File: config.mk
export PLATFORM = sky130hd
export DESIGN_NAME = imem_fetch_ctrl_flat
export DESIGN_NICKNAME = d
export VERILOG_FILES = /design/src/rtl/cpu_pkg.sv /design/src/rtl/imem_fetch_ctrl_if.sv /design/src/rtl/fetch_out_reg.sv /design/src/rtl/imem_fetch_ctrl.sv /design/src/flat_wrapper.sv
export SDC_FILE = /design/constraint.sdc
export NUM_CORES = 1
export LEC_CHECK = 0
export ABC_AREA = 0
export BUFFER_PORTS_ARGS = -buffer_cell sky130_fd_sc_hd__buf_4
export CORE_MARGIN = 2
export CORE_UTILIZATION = 40
export CTS_CLUSTER_SIZE = 12
export DETAILED_ROUTE_END_ITERATION = 6
export GPL_TIMING_DRIVEN = 0
export PLACE_DENSITY = 0.7
export SETUP_SLACK_MARGIN = 0.5
export SYNTH_ARGS = -nofsm -noshare
export SYNTH_HDL_FRONTEND = slang
export SYNTH_HIERARCHICAL = 1
export SYNTH_SLANG_ARGS = --single-unit
File: constraint.sdc
create_clock -name clk -period 5.3 [get_ports clk]
set_clock_uncertainty 0.05 [all_clocks]
set_input_delay 0.53 -clock clk [delete_from_list [all_inputs] [get_ports clk]]
set_output_delay 0.53 -clock clk [all_outputs]
set_load 0.01 [all_outputs]
File: src/rtl/cpu_pkg.sv
// Shared mini-CPU constants and the instruction-fetch state type.
package cpu_pkg;

    localparam int unsigned ADDR_W  = 8;
    localparam int unsigned INSTR_W = 8;

    // Unwritten memory reads as zero, so running off a program halts.
    localparam logic [INSTR_W-1:0] OPC_HALT = 8'h00;

    typedef enum logic [1:0] {
        HALTED,
        LOADING,
        RUNNING
    } fetch_state_t;

endpackage

File: src/rtl/imem_fetch_ctrl_if.sv
// Fetch-to-decode handshake: instruction word, its address and valid/ready.
interface imem_fetch_ctrl_if;
    import cpu_pkg::*;

    logic [INSTR_W-1:0] instr;
    logic [ADDR_W-1:0]  instr_pc;
    logic               instr_valid;
    logic               instr_ready;

    modport master (
        output instr,
        output instr_pc,
        output instr_valid,
        input  instr_ready
    );

    modport slave (
        input  instr,
        input  instr_pc,
        input  instr_valid,
        output instr_ready
    );

endinterface

File: src/rtl/fetch_out_reg.sv
// Valid/ready output register for fetched words; flush drops the held word.
module fetch_out_reg
    import cpu_pkg::*;
(
    input  logic               clk,
    input  logic               rst,
    input  logic               flush,
    input  logic               load_en,
    input  logic [INSTR_W-1:0] in_instr,
    input  logic [ADDR_W-1:0]  in_pc,
    output logic               loadable,
    imem_fetch_ctrl_if.master  dec
);

    logic               valid_q;
    logic [INSTR_W-1:0] instr_q;
    logic [ADDR_W-1:0]  pc_q;

    assign loadable = !valid_q || dec.instr_ready;

    always_ff @(posedge clk) begin
        if (rst) begin
            valid_q <= 1'b0;
            instr_q <= '0;
            pc_q    <= '0;
        end else if (flush) begin
            valid_q <= 1'b0;
        end else if (loadable) begin
            // An accepted word with nothing behind it simply empties the register.
            valid_q <= load_en;
            if (load_en) begin
                instr_q <= in_instr;
                pc_q    <= in_pc;
            end
        end
    end

    assign dec.instr       = instr_q;
    assign dec.instr_pc    = pc_q;
    assign dec.instr_valid = valid_q;

endmodule

File: src/rtl/imem_fetch_ctrl.sv
// Instruction memory fetch controller: owns the memory port, sequences program
// loading from address 0 and streams fetched words to decode.
module imem_fetch_ctrl
    import cpu_pkg::*;
(
    input  logic               clk,
    input  logic               rst,

    input  logic               load_start,
    input  logic               ld_valid,
    input  logic [INSTR_W-1:0] ld_data,
    input  logic               ld_last,
    output logic               ld_ready,

    input  logic               run_start,
    input  logic [ADDR_W-1:0]  start_addr,
    input  logic               halt_req,
    input  logic               redirect_valid,
    input  logic [ADDR_W-1:0]  redirect_addr,

    output logic [ADDR_W-1:0]  mem_addr,
    output logic               mem_we,
    output logic [INSTR_W-1:0] mem_wdata,
    input  logic [INSTR_W-1:0] mem_rdata,

    imem_fetch_ctrl_if.master  dec,
    output logic               halted
);

    fetch_state_t      state_q, state_d;
    logic [ADDR_W-1:0] pc_q, pc_d;
    logic [ADDR_W-1:0] ld_ptr_q, ld_ptr_d;
    logic              flush;
    logic              fetch_en;
    logic              out_loadable;
    logic              halt_word;

    // A presented HALT word stops fetching until decode takes it or a redirect.
    assign halt_word = dec.instr_valid && (dec.instr == OPC_HALT);

    always_ff @(posedge clk) begin
        if (rst) begin
            state_q  <= HALTED;
            pc_q     <= '0;
            ld_ptr_q <= '0;
        end else begin
            state_q  <= state_d;
            pc_q     <= pc_d;
            ld_ptr_q <= ld_ptr_d;
        end
    end

    always_comb begin
        state_d   = state_q;
        pc_d      = pc_q;
        ld_ptr_d  = ld_ptr_q;
        flush     = 1'b0;
        fetch_en  = 1'b0;
        mem_addr  = pc_q;
        mem_we    = 1'b0;
        mem_wdata = ld_data;

        unique case (state_q)
            HALTED: begin
                if (load_start) begin
                    state_d  = LOADING;
                    ld_ptr_d = '0;
                end else if (run_start) begin
                    state_d = RUNNING;
                    pc_d    = start_addr;
                end
            end
            LOADING: begin
                mem_addr = ld_ptr_q;
                if (ld_valid) begin
                    mem_we   = 1'b1;
                    ld_ptr_d = ld_ptr_q + ADDR_W'(1);
                    if (ld_last) begin
                        state_d = HALTED;
                    end
                end
            end
            RUNNING: begin
                if (redirect_valid) begin
                    pc_d  = redirect_addr;
                    flush = 1'b1;
                end else if (halt_word) begin
                    if (dec.instr_ready) begin
                        state_d = HALTED;
                        flush   = 1'b1;
                    end
                end else if (out_loadable) begin
                    fetch_en = 1'b1;
                    pc_d     = pc_q + ADDR_W'(1);
                end
            end
            default: begin
                state_d = HALTED;
            end
        endcase

        if (halt_req) begin
            state_d  = HALTED;
            pc_d     = pc_q;
            ld_ptr_d = ld_ptr_q;
            flush    = 1'b1;
            fetch_en = 1'b0;
            mem_we   = 1'b0;
        end
    end

    fetch_out_reg u_out_reg (
        .clk      (clk),
        .rst      (rst),
        .flush    (flush),
        .load_en  (fetch_en),
        .in_instr (mem_rdata),
        .in_pc    (pc_q),
        .loadable (out_loadable),
        .dec      (dec)
    );

    assign ld_ready = (state_q == LOADING);
    assign halted   = (state_q == HALTED);

endmodule

File: src/flat_wrapper.sv
// flat-port wrapper written by rule: the top's interface ports become plain ports
module imem_fetch_ctrl_flat import cpu_pkg::*;
  (clk, rst, load_start, ld_valid, ld_data, ld_last, ld_ready, run_start, start_addr, halt_req, redirect_valid, redirect_addr, mem_addr, mem_we, mem_wdata, mem_rdata, halted, dec_instr, dec_instr_pc, dec_instr_valid, dec_instr_ready);
  imem_fetch_ctrl_if dec_i ();
  input  logic clk;
  input  logic rst;
  input  logic load_start;
  input  logic ld_valid;
  input  logic [INSTR_W-1:0] ld_data;
  input  logic ld_last;
  output logic ld_ready;
  input  logic run_start;
  input  logic [ADDR_W-1:0] start_addr;
  input  logic halt_req;
  input  logic redirect_valid;
  input  logic [ADDR_W-1:0] redirect_addr;
  output logic [ADDR_W-1:0] mem_addr;
  output logic mem_we;
  output logic [INSTR_W-1:0] mem_wdata;
  input  logic [INSTR_W-1:0] mem_rdata;
  output logic halted;
  output wire logic [$bits(dec_i.instr)-1:0] dec_instr;
  output wire logic [$bits(dec_i.instr_pc)-1:0] dec_instr_pc;
  output wire logic [$bits(dec_i.instr_valid)-1:0] dec_instr_valid;
  input wire logic [$bits(dec_i.instr_ready)-1:0] dec_instr_ready;
  assign dec_instr = dec_i.instr;
  assign dec_instr_pc = dec_i.instr_pc;
  assign dec_instr_valid = dec_i.instr_valid;
  assign dec_i.instr_ready = dec_instr_ready;
  imem_fetch_ctrl u_core (.clk(clk), .rst(rst), .load_start(load_start), .ld_valid(ld_valid), .ld_data(ld_data), .ld_last(ld_last), .ld_ready(ld_ready), .run_start(run_start), .start_addr(start_addr), .halt_req(halt_req), .redirect_valid(redirect_valid), .redirect_addr(redirect_addr), .mem_addr(mem_addr), .mem_we(mem_we), .mem_wdata(mem_wdata), .mem_rdata(mem_rdata), .dec(dec_i), .halted(halted));
endmodule
# Word-level counts from Yosys, hierarchy flattened
# Index checks and enable logic that the tools add are counted.
# Widths: inputs -> output; s select.
# totals
register_bits	35
word_cells	67
# op_classes
addsub	2
n_eq_ne	13
muxes	31
bitwise	2
n_reduce_logical	13
# ops
op	count
$mux 8	8
$pmux 8 s2	2
$add 8x1->8 const B	2
$mux 2	7
$ne 2x2->1 const B	7
$mux 1	13
$reduce_and 6->1	2
$logic_not 8->1	1
$ne 3x3->1 const B	2
$pmux 2 s3	1
$reduce_and 4->1	1
$reduce_bool 2->1	2
$reduce_or 2->1	2
$ne 3x2->1 const B	1
$reduce_and 3->1	1
$eq 2x1->1 const B	1
$eq 2x2->1 const B	1
$logic_not 2->1	1
$ne 2x1->1 const B	1
$not 1->1	2
$logic_and 1x1->1	1
$logic_not 1->1	1
$logic_or 1x1->1	1

# Depth between registers and ports, before layout
# Gate-level depths: netlist (run 1).
# depth
ltp_word	8
ltp_mapped	9
depth_no_buf	6

# By module
# The synthesis (run 1) kept the hierarchy.
# modules_own_cells
module	instances	cells_per_inst	area_each_um2	seq_area_each_um2
imem_fetch_ctrl	1	163	1366.3	360.3
fetch_out_reg	1	75	782.0	340.3

# Worst setup path after synthesis (run 1)
# OpenSTA, ideal clock, no wires.
# synth_timing
path_kind	flip-flop to flip-flop
start	reg u_core.u_out_reg.instr_q[2], in the netlist u_core/u_out_reg/dec.instr[2]
end	reg u_core.u_out_reg.instr_q[0], in the netlist u_core/u_out_reg/dec.instr[0]
setup_ns	0.118
t_arrival_ns	1.924
required_ns	5.132
path_slack_ns	3.207
stages_incl_launch_ff	8
cell_sequence	dfxtp_1 or4_4 o31a_2 nor3b_1 nor3b_2 buf_6 buf_12 mux2i_1
# synth_via
word_cells_on_any_way	12
# synth_rtl
item	line_no	rtl
from (decl)	fetch_out_reg.sv:16	logic [INSTR_W-1:0] instr_q;
from (signal assigned)	fetch_out_reg.sv:32	instr_q <= in_instr;
$logic_not 8->1	imem_fetch_ctrl.sv:39	assign halt_word = dec.instr_valid && (dec.instr == OPC_HALT);
$logic_and 1x1->1	imem_fetch_ctrl.sv:39	
$mux 1	imem_fetch_ctrl.sv:87	end else if (halt_word) begin
$mux 1	imem_fetch_ctrl.sv:84	if (redirect_valid) begin
$mux 1	imem_fetch_ctrl.sv:63	unique case (state_q)
$mux 1	imem_fetch_ctrl.sv:102	if (halt_req) begin
via u_core.fetch_en	imem_fetch_ctrl.sv:34	logic fetch_en;
$reduce_and 3->1 (no source line)	--	
# The timed path passes the listed nets, and every way through them passes these cells.
# A chain may end at the register's enable or synchronous reset.

# Worst setup path after layout (run 1)
# layout_timing
start	reg u_core.state_q[0]
end	out mem_addr[6]
# layout_via
elab_chain_cells	2
# layout_lines
item	line_no	rtl
from (decl)	imem_fetch_ctrl.sv:30	fetch_state_t state_q, state_d;
from (signal assigned)	imem_fetch_ctrl.sv:47	state_q <= state_d;
$eq 2x1->1	imem_fetch_ctrl.sv:63	
$mux 8	imem_fetch_ctrl.sv:63	
to (decl)	flat_wrapper.sv:17	output logic [ADDR_W-1:0] mem_addr;
# No other way between the ends.

==> results of run 1 <==
-- power groups by stage --
stage | Sequential [uW] | Clock (uW) | Combinational, uW
after floorplan | 277 | 0 | 49.9
after global placement | 279 | 0 | 91.1
after detailed placement | 280 | 0 | 91.5
after CTS | 274 | 200 | 91.9
after global routing | 274 | 211 | 99.3
final | 274 | 194 | 91.8
-- path summary, 6_finish.rpt --
| kind | start | end | slack (ns) | cells past startpoint |
|---|---|---|---|---|
| worst max-delay path | u_core/state_q[0] | mem_addr[6] | 3.04 | 5 |
| worst min-delay path | u_core/u_out_reg/dec.instr_pc[4] | u_core/u_out_reg/dec.instr_pc[4] | 0.42 | 2 |
| worst max register to register | u_core/state_q[0] | u_core/u_out_reg/dec.instr_pc[1] | 3.09 | 8 |
| worst min register to register | u_core/u_out_reg/dec.instr_pc[4] | u_core/u_out_reg/dec.instr_pc[4] | 0.42 | 2 |
-- Yosys cell counts, types with 2 or more instances --
master | number | area share (%)
xnor2_1 | 3 | 1.2
nand3_1 | 7 | 1.6
a21oi_1 | 9 | 2.1
nand2b_1 | 36 | 10
or4_4 | 2 | 1.0
and3_1 | 3 | 0.87
or4_1 | 2 | 0.70
buf_2 | 2 | 0.47
inv_1 | 5 | 0.87
a211oi_1 | 3 | 1.0
mux2_2 | 9 | 4.7
o211ai_1 | 5 | 1.7
o311ai_0 | 3 | 1.2
clkbuf_1 | 8 | 1.4
ha_1 | 2 | 1.2
nor2_1 | 10 | 1.7
buf_6 | 2 | 1.0
or2_2 | 3 | 0.87
xor2_1 | 2 | 0.82
buf_4 | 9 | 3.1
nand4_1 | 4 | 1.2
a311oi_1 | 4 | 1.6
nand2_1 | 12 | 2.1
o21bai_1 | 2 | 0.70
nor4_1 | 2 | 0.58
nor2b_1 | 3 | 0.87
o31ai_1 | 2 | 0.70
o2111ai_1 | 2 | 0.82
or3_1 | 2 | 0.58
o21ai_0 | 5 | 1.2
mux2i_1 | 18 | 8.4
dfxtp_1 | 35 | 33
nor3_1 | 2 | 0.47
-- registers in the layout, indices dropped and copies added (netlist names) --
register,flops
u_core/ld_ptr_q,8
u_core/pc_q,8
u_core/state_q,2
u_core/u_out_reg/dec.instr,8
u_core/u_out_reg/dec.instr_pc,8
u_core/u_out_reg/dec.instr_valid,1
-- worst reg2reg max path: stages, from the launching register on --
cell     delay [ns]
dfxtp_1        0.30
buf_2          0.16
or3b_4         0.43
buf_6          0.16
nor3b_1        0.28
nor3b_2        0.24
buf_6          0.18
buf_12         0.15
mux2i_1        0.18
-- stage by stage --
step                instance area [um^2]  setup WS (ns)  cells
floorplan                           2150           3.21    238
global placement                    2750           2.97    376
detailed placement                  2750           2.93    376
CTS                                 2830           3.04    384
global route                        2830           2.96    384
finish                              2830           3.04    384
-- routing by layer --
| metal | track usage (%) | share of wire (%) | vias to the layer above |
|---|---|---|---|
| met3 | 3.88 | 5.1 | 7 |
| met5 | 0 | 0 | - |
| li1 | - | - | 1003 |
| met4 | 8.57 | 1.5 | 0 |
| met2 | 28.2 | 46 | 64 |
| met1 | 24.1 | 48 | 923 |
-- cells by family after synthesis --
logic type	Yosys count	share of synthesized area (%)
and+or+nand+nor	99	28.5
AOI/OAI and AO/OA	43	14.7
DFF	35	32.6
buffers and inverters	27	7.86
muxes	27	13.1
xor gates and xnor gates	5	2.04
adders and majority gates	2	1.16
-- cell type report --
cell class | instances | area (um^2) | share of cell area [%]
tap | 70 | 87.6 | 3.09
inverter | 5 | 18.8 | 0.663
multi-input combinational | 176 | 1280 | 45.2
clock buffer | 6 | 72.6 | 2.56
sequential | 35 | 701 | 24.7
timing repair buffer | 68 | 510 | 18.0
clock inverter | 2 | 12.5 | 0.442
buffer | 22 | 150 | 5.30
==> flow_metrics.tcl, run 1 <==
set metrics [dict create \
    tightest_slew_ns 0.538 \
    clockBufferDepth 2 \
    rsz0062_at_grt "no" \
    crit_top_cell "buf_2" \
    total_power_uw 560 \
    final_util_pct 55.1 \
    cts_tree "done" \
    path_buf_inv 3 \
    wl_per_cell_um 14.4 \
    cts_resized 0 \
    drtPass1Iterations 4 \
    seqPwrFrac_pct 48.9 \
    die_x_um 77.3 \
    path_cells "buf_2, nor2b_1, buf_2, mux2_2, buf_4" \
    slowest_delay_ns 0.37 \
    synth_cell_types 53 \
    grt_pass1_vias 1851 \
    areaGrowthSynthToFinish_pct 31.8 \
    power.internal_uw 410 \
    cp.required_ns 4.72 \
    antenna_found_initial 0 \
    ios 77 \
    syn-num-nets 281 \
    drc 0 \
    gp_congestion 0.820 \
    powerDensity_nw_per_um2 198 \
    start_util_pct 41.8 \
    final_common_cell "buf_4" \
    yosysWarnings 6 \
    seq_area_frac_synth_pct 32.6 \
    core_area_um2 5140 \
    cp_slowest_cell "mux2_2" \
    root_buffer "clkbuf_8" \
    final_layout_size_suffix_gt1_share_pct 35.4 \
    whs_ns 0.423 \
    p_clk_share_pct 34.7 \
    dieArea_um2 5970 \
    setup_viol 0 \
    fmax_mhz 442 \
    min-delay-path-class "flip-flop to flip-flop" \
    syn-mean-instance-area_um2 9.03 \
    n_antenna_cell 0 \
    power.share.combinational_pct 16.4 \
    clk_latency_ns 0.29 \
    endpoint_kind "output port" \
    cp.arrival_ns 1.68 \
    timing_hold_violations_final 0 \
    cts_post_setup_buffers_inserted 0 \
    nets 356 \
    grt_max_degree 12 \
    start_kind "flip-flop" \
    cts_htree_levels 2 \
    finalCriticalPeriod_ns 2.26 \
    fin_crit_sh_pct 42.7 \
    portBuffers 68 \
    switchingPower_uw 150 \
    cts_hold_buf 0 \
    path_class "flip-flop to output port" \
    critPathMaxFanout 10 \
    synthCells 238 \
    p_leak_uw 0.00112 \
    drt_wl_total_um 5530 \
    grt-ovfl-total 0 \
    synth-main-ff-cell "dfxtp_1" \
    grt_util_all_layers_pct 18.2 \
    drt_iter0_drc 68 \
    final_max_slew_viol_count 0 \
    nFillCells 505 \
    viasPerCell 5.20 \
    ant_nets 0 \
    clkTransAtPathRegs_ns 0.08 \
    rows 26 \
    cts_buffers 5 \
    routed-via-count 1997 \
    synth_edf_count 0 \
    mostFrequentLayoutCells "77 x buf_4, 36 x nand2b_1, 35 x dfxtp_1, 18 x mux2i_1, 12 x nand2_1" \
    numClockSinks 35 \
    async_reset_ff_share_pct 0 \
    die_h_um 77.3 \
    peakVddDrop_mv 0.120 \
    max-slew-margin-rel_pct 64.1 \
    path_delay_family "buffers and inverters" \
    syn_area_um2 2150 \
    tns_ns 0 \
    cap_violations 0 \
    status "finished, final reports clean" \
    p_sw_share_pct 26.8 \
    dp_hpwl_um 4190 \
    grt_pass1_wl_um 8610 \
    ys_ff_latch 35 \
]
(Power assumes the default switching activity.)
==> run 2: changes to the inputs <==
==> constraint.sdc (replaced) <==
create_clock -name clk -period 2.2 [get_ports clk]
set_clock_uncertainty 0.05 [all_clocks]
set_input_delay 0.22 -clock clk [delete_from_list [all_inputs] [get_ports clk]]
set_output_delay 0.22 -clock clk [all_outputs]
set_load 0.01 [all_outputs]
==> run 2 against run 1 <==
Effect of this change: sequential cell count is the same; setup slack lost 2.9 ns; utilization grew 10 points; combinational power grew to 3.1 times the previous value; power grew to 2.5 times the previous value; critical endpoint is now u_core/u_out_reg/dec.instr_pc[7]; largest cell class unchanged; largest power group unchanged.
==> flow_metrics.tcl, run 2 (synthesis gave the netlist of run 1 again) <==
set metrics [dict create \
    drt_iter0_drc 132 \
    root_buffer "clkbuf_8" \
    gp_congestion 0.883 \
    nFillCells 428 \
    rows 26 \
    cts_hold_buf 0 \
    fin_area_um2 3350 \
    ant_nets 0 \
    viasPerCell 5.44 \
    routed-via-count 2220 \
    p_clk_share_pct 33.1 \
    cp.arrival_ns 2.19 \
    switchingPower_uw 368 \
    portBuffers 68 \
    cts_tree "done" \
    max-slew-margin-rel_pct 58.3 \
    powerDensity_nw_per_um2 424 \
    final_common_cell "buf_4" \
    dp_hpwl_um 4150 \
    setup_viol 0 \
    mostFrequentLayoutCells "83 x buf_4, 36 x nand2b_1, 30 x dfxtp_1, 19 x buf_6, 18 x mux2i_1" \
    endpoint_kind "flip-flop" \
    grt_use_met3_pct 5.06 \
    pre_cts_ws_ns 0.0670 \
    dpl-instance-area_um2 2780 \
    status "finished, final reports clean" \
    grt-ovfl-total 0 \
    cp.required_ns 2.33 \
    grt_pass1_vias 2034 \
    critPathMaxFanout 4 \
    ios 77 \
    fmax_mhz 484 \
    die_h_um 77.3 \
    met1_usage_pct 25.8 \
    clk_latency_ns 0.29 \
    areaGrowthSynthToFinish_pct 56.1 \
    final_max_slew_viol_count 0 \
    cap_violations 0 \
    timing_hold_violations_final 0 \
    fin_ws_ns 0.133 \
    final_layout_size_suffix_gt1_share_pct 47.9 \
    min-delay-path-class "input port to flip-flop" \
    finalCriticalPeriod_ns 2.07 \
    power.internal_uw 1050 \
    wl_per_cell_um 15.6 \
    grt_max_degree 11 \
    rsz0062_at_grt "yes" \
    tns_ns 0 \
    peakVddDrop_mv 0.373 \
    grt-busiest-layer "met2" \
    dieArea_um2 5970 \
    p_leak_uw 0.00133 \
    drt_wl_total_um 6360 \
    whs_ns 0.139 \
    met2_usage_pct 33.1 \
    clockBufferDepth 2 \
    core_area_um2 5140 \
    start_kind "flip-flop" \
    antenna_found_initial 0 \
    grt_pass1_wl_um 9720 \
    path_class "flip-flop to flip-flop" \
    tightest_slew_ns 0.626 \
    die_x_um 77.3 \
    cts_htree_levels 2 \
    p_sw_share_pct 25.9 \
    drc 0 \
    power.share.combinational_pct 20.1 \
    clkTransAtPathRegs_ns 0.07 \
    fin_crit_sh_pct 94.0 \
    numClockSinks 35 \
    seqPwrFrac_pct 46.8 \
    cts_buffers 5 \
    nets 381 \
    n_antenna_cell 0 \
    start_util_pct 41.8 \
    grt_util_all_layers_pct 20.1 \
    drtPass1Iterations 4 \
]
-- run 2: cell types whose count changed in the layout (fill, tap and decap cells not counted), sizes merged --
cell,previous run,this run
buf,82,107
clkinvlp,1,0
-- run 2: final timing paths --
path / start / endpoint / slack [ns] / depth (start not counted)
setup / recovery: u_core/u_out_reg/dec.instr[7] / u_core/u_out_reg/dec.instr_pc[7] / 0.13 / 7
hold / removal: mem_rdata[5] / u_core/u_out_reg/dec.instr[5] / 0.14 / 3
setup reg to reg: u_core/u_out_reg/dec.instr[7] / u_core/u_out_reg/dec.instr_pc[7] / 0.13 / 7
hold reg to reg: u_core/u_out_reg/dec.instr_pc[5] / u_core/u_out_reg/dec.instr_pc[5] / 0.42 / 2
-- run 2: critical path, cell delays in order, from the launching register on --
cell and delay, ns:
dfxtp_2 0.33, or4_4 0.58, o31a_4 0.30, nor3b_4 0.15, nor3b_4 0.15, buf_6 0.15, buf_4 0.14, mux2i_1 0.10
-- run 2: per-stage QoR --
stage	power [uW]	util, %	instances
4_1_cts	1400	60.6	398
3_3_place_gp	898	54.0	376
5_1_grt	1480	65.2	408
2_1_floorplan	793	-	238
3_5_place_dp	900	54.0	376
6_report	1420	65.2	408
-- run 2: power by group through the flow --
stage	sequential, uW	clock [uW]	combinational (uW)
final	665	470	286
after global routing	666	509	307
after CTS	662	483	252
after detailed placement	677	0	223
after global placement	676	0	222
after floorplan	669	0	124
-- run 2: final cells by class --
cell class                 count  area, um^2  area share, %
buffer                        22         185           5.52
clock buffer                   6        82.6           2.46
clock inverter                 1        5.00          0.149
inverter                       5        18.8          0.560
multi-input combinational    176        1480           44.0
sequential                    35         707           21.1
tap                           70        87.6           2.61
timing repair buffer          93         791           23.6
-- run 2: timing repair --
action / 4_1_cts / 5_1_grt
resized for setup: 33 / 34
setup endpoints to repair: 37 / 37
gates cloned: 2 / 0
setup buffers: 13 / 10
pin swaps: 6 / 15
-- run 2: routing by layer --
layer	routed length, um	part of all wire, %	vias to the layer above
met5	0	0	-
met2	3170	50	101
met1	2650	42	1050
li1	-	-	1059
met3	478	7.5	10
met4	59	0.93	0
